--- src/rtl/reg_bus_arbiter_if.sv ---
// Requester-side and register-bank-side signal bundle for the reg_bus_arbiter.
// The slave modport is the arbiter; the master modport is whatever drives it.
interface reg_bus_arbiter_if #(
    parameter int unsigned ADDR_W = 8,
    parameter int unsigned REG_W  = 8
);
    logic                  ena;
    logic                  fixed_prio;
    logic [1:0]            req;
    logic [1:0]            wr_rdn;
    logic [2*ADDR_W-1:0]   addr;
    logic [2*REG_W-1:0]    wdata;
    logic [1:0]            ack;
    logic [1:0]            err;
    logic [REG_W-1:0]      rdata;
    logic [1:0]            gnt;
    logic                  busy;
    logic                  m_valid;
    logic                  m_wr_rdn;
    logic [ADDR_W-1:0]     m_addr;
    logic [REG_W-1:0]      m_wdata;
    logic                  m_we;
    logic [REG_W-1:0]      m_rdata;
    logic                  m_ack;
    logic                  m_err;

    modport slave (
        input  ena, fixed_prio, req, wr_rdn, addr, wdata, m_rdata, m_ack, m_err,
        output ack, err, rdata, gnt, busy, m_valid, m_wr_rdn, m_addr, m_wdata, m_we
    );

    modport master (
        output ena, fixed_prio, req, wr_rdn, addr, wdata, m_rdata, m_ack, m_err,
        input  ack, err, rdata, gnt, busy, m_valid, m_wr_rdn, m_addr, m_wdata, m_we
    );
endinterface

--- src/rtl/reg_bus_arbiter.sv ---
// Two-requester (SPI=0, I2C=1) arbiter for the single register-bank port:
// arbitrate, latch the winner's command, wait for ack/err/timeout, respond.
module reg_bus_arbiter #(
    parameter int unsigned ADDR_W  = 8,
    parameter int unsigned REG_W   = 8,
    parameter int unsigned TIMEOUT = 15
) (
    input  logic               clk,
    input  logic               rstb,
    reg_bus_arbiter_if.slave   bus
);
    localparam int unsigned CNT_W = 8;

    typedef enum logic [1:0] {S_IDLE, S_BUSY, S_RESP} state_t;

    state_t               r_state, w_state_nxt;
    logic                 r_last, w_last_nxt;
    logic [CNT_W-1:0]     r_cnt, w_cnt_nxt;
    logic [1:0]           r_gnt, w_gnt_nxt;
    logic [1:0]           r_ack, w_ack_nxt;
    logic [1:0]           r_err, w_err_nxt;
    logic [REG_W-1:0]     r_rdata, w_rdata_nxt;
    logic                 r_busy, w_busy_nxt;
    logic                 r_m_valid, w_m_valid_nxt;
    logic                 r_m_wr_rdn, w_m_wr_rdn_nxt;
    logic [ADDR_W-1:0]    r_m_addr, w_m_addr_nxt;
    logic [REG_W-1:0]     r_m_wdata, w_m_wdata_nxt;
    logic                 r_m_we, w_m_we_nxt;

    logic                 w_win;
    logic [CNT_W-1:0]     w_cnt_inc;
    logic                 w_timeout;

    // Winner index: single requester wins outright; ties go to 0 (fixed) or away from last grant
    assign w_win     = (bus.req == 2'b10) ? 1'b1
                     : (bus.req == 2'b11) ? (~bus.fixed_prio & ~r_last)
                     : 1'b0;
    assign w_cnt_inc = r_cnt + CNT_W'(1);
    assign w_timeout = (w_cnt_inc == CNT_W'(TIMEOUT));

    always_ff @(posedge clk or negedge rstb) begin
        if (!rstb)         r_state <= S_IDLE;
        else if (bus.ena)  r_state <= w_state_nxt;
    end

    always_comb begin
        w_state_nxt = r_state;
        case (r_state)
            S_IDLE:  if (|bus.req) w_state_nxt = S_BUSY;
            S_BUSY:  if (bus.m_ack || bus.m_err || w_timeout) w_state_nxt = S_RESP;
            S_RESP:  w_state_nxt = S_IDLE;
            default: w_state_nxt = S_IDLE;
        endcase
    end

    // Next values of all output/datapath registers; default is to hold
    always_comb begin
        w_last_nxt     = r_last;
        w_cnt_nxt      = r_cnt;
        w_gnt_nxt      = r_gnt;
        w_ack_nxt      = r_ack;
        w_err_nxt      = r_err;
        w_rdata_nxt    = r_rdata;
        w_busy_nxt     = r_busy;
        w_m_valid_nxt  = r_m_valid;
        w_m_wr_rdn_nxt = r_m_wr_rdn;
        w_m_addr_nxt   = r_m_addr;
        w_m_wdata_nxt  = r_m_wdata;
        w_m_we_nxt     = r_m_we;
        case (r_state)
            S_IDLE: begin
                if (|bus.req) begin
                    w_last_nxt     = w_win;
                    w_cnt_nxt      = '0;
                    w_gnt_nxt      = w_win ? 2'b10 : 2'b01;
                    w_busy_nxt     = 1'b1;
                    w_m_valid_nxt  = 1'b1;
                    w_m_wr_rdn_nxt = bus.wr_rdn[w_win];
                    w_m_we_nxt     = bus.wr_rdn[w_win];
                    w_m_addr_nxt   = w_win ? bus.addr[2*ADDR_W-1:ADDR_W] : bus.addr[ADDR_W-1:0];
                    w_m_wdata_nxt  = w_win ? bus.wdata[2*REG_W-1:REG_W] : bus.wdata[REG_W-1:0];
                end
            end
            S_BUSY: begin
                w_m_we_nxt = 1'b0;
                if (bus.m_err) begin
                    w_err_nxt     = r_gnt;
                    w_rdata_nxt   = '0;
                    w_m_valid_nxt = 1'b0;
                end else if (bus.m_ack) begin
                    w_ack_nxt     = r_gnt;
                    w_rdata_nxt   = bus.m_rdata;
                    w_m_valid_nxt = 1'b0;
                end else begin
                    w_cnt_nxt = w_cnt_inc;
                    if (w_timeout) begin
                        w_err_nxt     = r_gnt;
                        w_rdata_nxt   = '0;
                        w_m_valid_nxt = 1'b0;
                    end
                end
            end
            S_RESP: begin
                w_ack_nxt   = 2'b00;
                w_err_nxt   = 2'b00;
                w_gnt_nxt   = 2'b00;
                w_busy_nxt  = 1'b0;
                w_rdata_nxt = '0;
            end
            default: ;
        endcase
    end

    always_ff @(posedge clk or negedge rstb) begin
        if (!rstb) begin
            r_last     <= 1'b1;
            r_cnt      <= '0;
            r_gnt      <= '0;
            r_ack      <= '0;
            r_err      <= '0;
            r_rdata    <= '0;
            r_busy     <= 1'b0;
            r_m_valid  <= 1'b0;
            r_m_wr_rdn <= 1'b0;
            r_m_addr   <= '0;
            r_m_wdata  <= '0;
            r_m_we     <= 1'b0;
        end else if (bus.ena) begin
            r_last     <= w_last_nxt;
            r_cnt      <= w_cnt_nxt;
            r_gnt      <= w_gnt_nxt;
            r_ack      <= w_ack_nxt;
            r_err      <= w_err_nxt;
            r_rdata    <= w_rdata_nxt;
            r_busy     <= w_busy_nxt;
            r_m_valid  <= w_m_valid_nxt;
            r_m_wr_rdn <= w_m_wr_rdn_nxt;
            r_m_addr   <= w_m_addr_nxt;
            r_m_wdata  <= w_m_wdata_nxt;
            r_m_we     <= w_m_we_nxt;
        end
    end

    assign bus.gnt      = r_gnt;
    assign bus.ack      = r_ack;
    assign bus.err      = r_err;
    assign bus.rdata    = r_rdata;
    assign bus.busy     = r_busy;
    assign bus.m_valid  = r_m_valid;
    assign bus.m_wr_rdn = r_m_wr_rdn;
    assign bus.m_addr   = r_m_addr;
    assign bus.m_wdata  = r_m_wdata;
    assign bus.m_we     = r_m_we;
endmodule

--- src/flat_wrapper.sv ---
// flat-port wrapper written by rule: the top's interface ports become plain ports
module reg_bus_arbiter_flat 
#(
    parameter int unsigned ADDR_W  = 8,
    parameter int unsigned REG_W   = 8,
    parameter int unsigned TIMEOUT = 15
)
  (clk, rstb, bus_ena, bus_fixed_prio, bus_req, bus_wr_rdn, bus_addr, bus_wdata, bus_m_rdata, bus_m_ack, bus_m_err, bus_ack, bus_err, bus_rdata, bus_gnt, bus_busy, bus_m_valid, bus_m_wr_rdn, bus_m_addr, bus_m_wdata, bus_m_we);
  reg_bus_arbiter_if #(.ADDR_W(ADDR_W), .REG_W(REG_W)) bus_i ();
  input  logic clk;
  input  logic rstb;
  input wire logic [$bits(bus_i.ena)-1:0] bus_ena;
  input wire logic [$bits(bus_i.fixed_prio)-1:0] bus_fixed_prio;
  input wire logic [$bits(bus_i.req)-1:0] bus_req;
  input wire logic [$bits(bus_i.wr_rdn)-1:0] bus_wr_rdn;
  input wire logic [$bits(bus_i.addr)-1:0] bus_addr;
  input wire logic [$bits(bus_i.wdata)-1:0] bus_wdata;
  input wire logic [$bits(bus_i.m_rdata)-1:0] bus_m_rdata;
  input wire logic [$bits(bus_i.m_ack)-1:0] bus_m_ack;
  input wire logic [$bits(bus_i.m_err)-1:0] bus_m_err;
  output wire logic [$bits(bus_i.ack)-1:0] bus_ack;
  output wire logic [$bits(bus_i.err)-1:0] bus_err;
  output wire logic [$bits(bus_i.rdata)-1:0] bus_rdata;
  output wire logic [$bits(bus_i.gnt)-1:0] bus_gnt;
  output wire logic [$bits(bus_i.busy)-1:0] bus_busy;
  output wire logic [$bits(bus_i.m_valid)-1:0] bus_m_valid;
  output wire logic [$bits(bus_i.m_wr_rdn)-1:0] bus_m_wr_rdn;
  output wire logic [$bits(bus_i.m_addr)-1:0] bus_m_addr;
  output wire logic [$bits(bus_i.m_wdata)-1:0] bus_m_wdata;
  output wire logic [$bits(bus_i.m_we)-1:0] bus_m_we;
  assign bus_i.ena = bus_ena;
  assign bus_i.fixed_prio = bus_fixed_prio;
  assign bus_i.req = bus_req;
  assign bus_i.wr_rdn = bus_wr_rdn;
  assign bus_i.addr = bus_addr;
  assign bus_i.wdata = bus_wdata;
  assign bus_i.m_rdata = bus_m_rdata;
  assign bus_i.m_ack = bus_m_ack;
  assign bus_i.m_err = bus_m_err;
  assign bus_ack = bus_i.ack;
  assign bus_err = bus_i.err;
  assign bus_rdata = bus_i.rdata;
  assign bus_gnt = bus_i.gnt;
  assign bus_busy = bus_i.busy;
  assign bus_m_valid = bus_i.m_valid;
  assign bus_m_wr_rdn = bus_i.m_wr_rdn;
  assign bus_m_addr = bus_i.m_addr;
  assign bus_m_wdata = bus_i.m_wdata;
  assign bus_m_we = bus_i.m_we;
  reg_bus_arbiter #(.ADDR_W(ADDR_W), .REG_W(REG_W), .TIMEOUT(TIMEOUT)) u_core (.clk(clk), .rstb(rstb), .bus(bus_i));
endmodule
--- config.mk ---
export PLATFORM = sky130hd
export DESIGN_NAME = reg_bus_arbiter_flat
export DESIGN_NICKNAME = d
export VERILOG_FILES = /design/src/rtl/reg_bus_arbiter_if.sv /design/src/rtl/reg_bus_arbiter.sv /design/src/flat_wrapper.sv
export SDC_FILE = /design/constraint.sdc
export NUM_CORES = 1
export LEC_CHECK = 0
export BUFFER_PORTS_ARGS = -buffer_cell sky130_fd_sc_hd__buf_2
export CORE_ASPECT_RATIO = 0.5
export CORE_MARGIN = 1.5
export CORE_UTILIZATION = 52
export DETAILED_ROUTE_END_ITERATION = 7
export GPL_TIMING_DRIVEN = 0
export PLACE_DENSITY = 0.83
export SLEW_MARGIN = 20
export SYNTH_ARGS = -nofsm -noshare
export SYNTH_HDL_FRONTEND = slang
export SYNTH_SLANG_ARGS = --single-unit
--- constraint.sdc ---
create_clock -name clk -period 6.3 [get_ports clk]
set_input_delay 0 -clock clk [delete_from_list [all_inputs] [get_ports clk]]
set_output_delay 0 -clock clk [all_outputs]
set_load 0.005 [all_outputs]
# ---- After elaboration in Yosys (flattened, before gate mapping)
# Index checks and enable logic that the tools add are counted.
dict set report word_totals {
  reg_bits 45
  input_bits 50
  elab_cells 82
}
dict set report op_classes {
  addsub 1
  magnitude_cmp 1
  eq_ne 13
  muxes 35
  bitwise_logic 3
  n_reduce_logical 16
}
# op n
set op_table {}
lappend op_table {{2-to-1 mux 8 bit} 8}
lappend op_table {{case mux 8 bit (2 select lines)} 2}
lappend op_table {{2-to-1 mux 2 bit} 9}
lappend op_table {{case mux 2 bit (2 select lines)} 4}
lappend op_table {{AND reduction 3 bit} 5}
lappend op_table {{AND reduction 4 bit} 3}
lappend op_table {{2-to-1 mux 1 bit} 9}
lappend op_table {{adder 8 x 1 -> 8 bit, second input constant} 1}
lappend op_table {{== test 8 x 4 -> 1 bit, second input constant} 1}
lappend op_table {{== test 2 bit, second input constant} 3}
lappend op_table {{!= test 2 bit, second input constant} 3}
lappend op_table {{case mux 1 bit (2 select lines)} 3}
lappend op_table {{nonzero test 2 bit} 3}
lappend op_table {{AND reduction 5 bit} 1}
lappend op_table {{!= test 2 x 1 -> 1 bit, second input constant} 2}
lappend op_table {{!= test 4 x 3 -> 1 bit, second input constant} 1}
lappend op_table {{!= test 3 x 2 -> 1 bit, second input constant} 1}
lappend op_table {{!= test 3 bit, second input constant} 1}
lappend op_table {{== test 2 x 1 -> 1 bit, second input constant} 1}
lappend op_table {{zero test 2 bit} 1}
lappend op_table {{logical OR 1 bit} 2}
lappend op_table {{less-than comparator 1 x 2 -> 1 bit, second input constant} 1}
lappend op_table {{inverter 1 bit} 2}
lappend op_table {{OR reduction 2 bit} 1}
lappend op_table {{bitwise AND 1 bit} 1}

# ---- Logic depth before layout (Yosys ltp)
dict set report logic_depth {
  depth_word 8
  mapped_depth 8
  depth_no_buf 7
}

# ---- Least setup slack after synthesis
# Ideal clock, no wire load.
dict set report synth_path {
  kind {register -> register}
  startpoint {register u_core.r_cnt[0]}
  endpoint {register u_core.r_rdata[0] (netlist: u_core.bus.rdata[0])}
  setup_time_ns 0.121
  t_arrival_ns 1.875
  required_ns 6.179
  path_slack_ns 4.304
  stages_incl_launch_ff 9
  n_path_buf 1
  path_cell_list {dfrtp_1 > inv_1 > ha_1 > or4b_1 > a21oi_2 > a41oi_2 > or2_1 > buf_6 > a22o_1}
}
dict set report synth_between {
  elab_chain_len 4
}
# item line
set synth_rtl {}
lappend synth_rtl {{start, declared} reg_bus_arbiter.sv:18} ;# logic [CNT_W-1:0] r_cnt, w_cnt_nxt;
lappend synth_rtl {{start signal, assigned} reg_bus_arbiter.sv:130} ;# r_cnt <= w_cnt_nxt;
lappend synth_rtl {{adder 8 x 1 -> 8 bit} reg_bus_arbiter.sv:38} ;# assign w_cnt_inc = r_cnt + CNT_W'(1);
lappend synth_rtl {{== test 8 x 4 -> 1 bit} reg_bus_arbiter.sv:39} ;# assign w_timeout = (w_cnt_inc == CNT_W'(TIMEOUT));
lappend synth_rtl {{!= test 4 x 3 -> 1 bit (no line)} n/a}
lappend synth_rtl {{AND reduction 3 bit (no line)} n/a}
lappend synth_rtl {{end signal, assigned} reg_bus_arbiter.sv:134} ;# r_rdata <= w_rdata_nxt;
lappend synth_rtl {{end, declared} reg_bus_arbiter.sv:22} ;# logic [REG_W-1:0] r_rdata, w_rdata_nxt;
# No other way between the ends.
# A chain may end at the register's enable or synchronous reset.

# ---- Worst setup path in the final report
dict set report layout_path {
  startpoint {register u_core.r_last}
  endpoint {register u_core.r_m_addr[2] (netlist: u_core.bus.m_addr[2])}
}
dict set report layout_between {
  elab_chain_len 5
}
# item line
set layout_rtl {}
lappend layout_rtl {{start, declared} reg_bus_arbiter.sv:17} ;# logic r_last, w_last_nxt;
lappend layout_rtl {{start signal, assigned} reg_bus_arbiter.sv:129} ;# r_last <= w_last_nxt;
lappend layout_rtl {{inverter 1 bit} reg_bus_arbiter.sv:36} ;# : (bus.req == 2'b11) ? (~bus.fixed_prio & ~r_last)
lappend layout_rtl {{bitwise AND 1 bit} reg_bus_arbiter.sv:36}
lappend layout_rtl {{2-to-1 mux 1 bit} reg_bus_arbiter.sv:36}
lappend layout_rtl {{2-to-1 mux 1 bit} reg_bus_arbiter.sv:35} ;# assign w_win = (bus.req == 2'b10) ? 1'b1
lappend layout_rtl {{2-to-1 mux 8 bit} reg_bus_arbiter.sv:80} ;# w_m_addr_nxt = w_win ? bus.addr[2*ADDR_W-1:ADDR_W] : bus.addr[ADDR_W-1:0];
lappend layout_rtl {{end signal, assigned} reg_bus_arbiter.sv:138} ;# r_m_addr <= w_m_addr_nxt;
lappend layout_rtl {{end, declared} reg_bus_arbiter.sv:26} ;# logic [ADDR_W-1:0] r_m_addr, w_m_addr_nxt;
# No other way between the ends.

==> reports/metrics.csv <==
metric,value,unit
status,finished clean,
Routed wire per std cell,14.5,um
Synth Cell Area,2130,um2
Die H,48.3,um
Worst EP arrival,2.66,ns
number of port buffers,83,
row cnt,16,
skew final,0.00376,ns
Crit. End Element,flop,
Post-synth ARST share,1.00,
Final ANT Viol Nets,0,
register bit total from synthesis,45,
Yosys top cell by area,dfrtp_1,
Initial DRC Count,80,
WS Path Type,flop to flop,
H-tree Lvls,2,
Post-CTS Setup Inserts,0,
critical-path cell list,"o21ai_0, nand2_1, buf_2, mux2i_1, dlygate4sd3_1, o21ai_0",
top_reg_cell synth,dfrtp_1,
Worst EP required,6.46,ns
"Avg Cell Area, Syn",10.5,um2
maxcap violations,0,
CTS Buf Count,5,
most frequent cell after synthesis,dfrtp_1,
# placed instances,341,
Area Overhead vs Synth,38.3,%
drc violations,0,
vias per cell,5.35,
Hold Crit Depth,3,
global-route wire length before repair,7.98,mm
number of global-route vias before repair,1741,
Max-slew headroom,0.371,
clk sinks,45,
"top cells by area, synth","dfrtp_1 (52%), mux2i_1 (8.5%), o21ai_0 (7.3%)",
Leakage,1.53,nW
max-slew violations,0,
CP startpoint kind,flop,
number of flops mapped to enable cells by yosys,0,
final wirelength,5.38,mm
Post-DP HPWL,3.57,mm
Root Driver,clkbuf_8,
CP max-delay cell,dlygate4sd3_1,
nets,372,
synth cell count leaders,"dfrtp_1 (44), nand2_1 (31), o21ai_0 (31)",
top cell type's share of synthesized area,0.516,
Post-CTS Resized,0,
yosys warns,0,
Peak VDD IR,0.178,mV
CP top delay family,buffers and inverters,
cell mode on critical path,o21ai_0,
PwrDens,376,nW/um2
part of the Yosys area used for sequential elements,0.529,
syn nets,259,
die area,4520,um2
Horiz. Die Dim,93.6,um
total congestion overflow,0,
Reg2Reg Setup Slack,3.80,ns
hold slack,0.00189,ns
Clock Tree Buf Depth,2,
WP buf/inv,2,
Post-Synthesis Cells,204,
RSZ-0062 raised after global routing,no,
CTS tree,done,
CORE AREA,3920,um2
Fin. Hold Viols,0,
Worst-path clk slew,0.08,ns
"Clk Latency, worst-skew pair",0.29,ns
Tot Pwr,1.11,mW
layout cells sized above 1,0.324,
Post-Layout Cell Count,372,
Synth cell types,38,
Slew @ Worst Pin,0.937,ns
# setup viols final,0,
Worst Hold Class,input port to flop,
via count,1991,
fin crit share,0.396,
FF-to-FF path depth,6,
post-route minimum period,2.50,ns
Starting Density,0.543,
worst-path maximum fanout,10,
max incr delay on CP,0.58,ns
setup_tns,0,ns
total number of cells along the worst setup path,6,
initial antenna violation count,0,
GRT Util Overall,0.239,
Ports,84,
ant diodes,0,
post-layout util,0.752,
routability cong.,0.777,
largest net degree at the start of global routing,46,
maximum clock rate,401,MHz
drt pass-1 iters,4,
[sequential cells by signal, summed over array words and instances (netlist names)]
| signal | flops |
|---|---|
| u_core.bus.ack | 2 |
| u_core.bus.m_we | 1 |
| u_core.bus.m_wr_rdn | 1 |
| u_core.bus.m_valid | 1 |
| u_core.bus.rdata | 8 |
| u_core.bus.busy | 1 |
| u_core.bus.m_addr | 8 |
| u_core.bus.m_wdata | 8 |
| u_core.r_last | 1 |
| u_core.r_state | 2 |
| u_core.bus.gnt | 2 |
| u_core.r_cnt | 8 |
| u_core.bus.err | 2 |
[repair_timing]
action	4_1_cts	5_1_grt
endpoints found under the setup margin	0	0
hold buffers	23	0
endpoints found under the hold margin	60	0
[area by class of cell]
cell class                      count  area, um2
Timing Repair Buffer              106        648
Inverter                            5       18.8
Clock inverter                      1       5.00
Multi-Input combinational cell    147        951
Tap cell                           54       67.6
Clock buffer                        7       96.3
Sequential cell                    45       1130
Buffer                              7       35.0
Fill cell                         281        975
[cells in the final DEF (no fill, tap or decap), types with 2 or more instances in the layout]
cell type,Yosys,routed
buf_2,1,83
mux2_2,4,4
nor2b_1,4,4
a2bb2oi_1,2,2
o31ai_1,2,2
dfrtp_1,44,44
nand2_1,31,31
inv_1,5,5
clkbuf_1,5,5
dlygate4sd3_1,0,23
mux2i_1,18,18
a22o_1,8,8
clkbuf_8,0,7
a21oi_1,6,6
o21ai_0,31,31
nor2_1,8,8
ha_1,5,5
a21o_1,3,3
nand3_1,6,6
[per-layer routing]
| metal | global-route usage | part of all wire |
|---|---|---|
| met3 | 0.0561 | 0.045 |
| met5 | 0 | 0 |
| met4 | 0.0866 | 0.014 |
| met2 | 0.422 | 0.50 |
| met1 | 0.304 | 0.44 |
[path summary, 6_finish.rpt]
| check | end | start |
|---|---|---|
| max | u_core.bus.m_addr[2] | u_core.r_last |
| min reg2reg | u_core.bus.m_wdata[3] | u_core.bus.m_wdata[3] |
| min | u_core.bus.m_wdata[3] | bus_wdata[11] |
| max in group asynchronous | u_core.r_last | rstb |
| max reg2reg | u_core.bus.m_addr[2] | u_core.r_last |
| min in group asynchronous | u_core.bus.err[1] | rstb |
[cell families after synthesis]
group	share of synthesized area
AO/OA/AOI/OAI	0.179
XOR/XNOR	0.00822
adder cells (fa/ha/maj)	0.0293
buffers and inverters	0.0252
flip-flops	0.529
multiplexers	0.106
AND/OR/NAND/NOR	0.124
[worst reg2reg max path: cells and delay by family, from the launching register on]
family / cells / cell delay, ns
buf+inv: 2 / 0.98
flops: 1 / 0.54
simple gates: 1 / 0.38
mux: 1 / 0.27
compound gates: 2 / 0.19
[metrics by stage]
stage                     worst slack (ns)  area, um2
after floorplan                       4.30       2130
after global placement                4.16       2620
after detailed placement              4.09       2620
after CTS                             3.92       2950
after global routing                  3.69       2950
final                                 3.80       2950
[where the power goes]
group,switching [mW],internal (mW)
registers,0.0695,0.406
logic,0.226,0.214
clock network,0.0946,0.0992
Note: power is estimated with default switching activity, not from simulation.
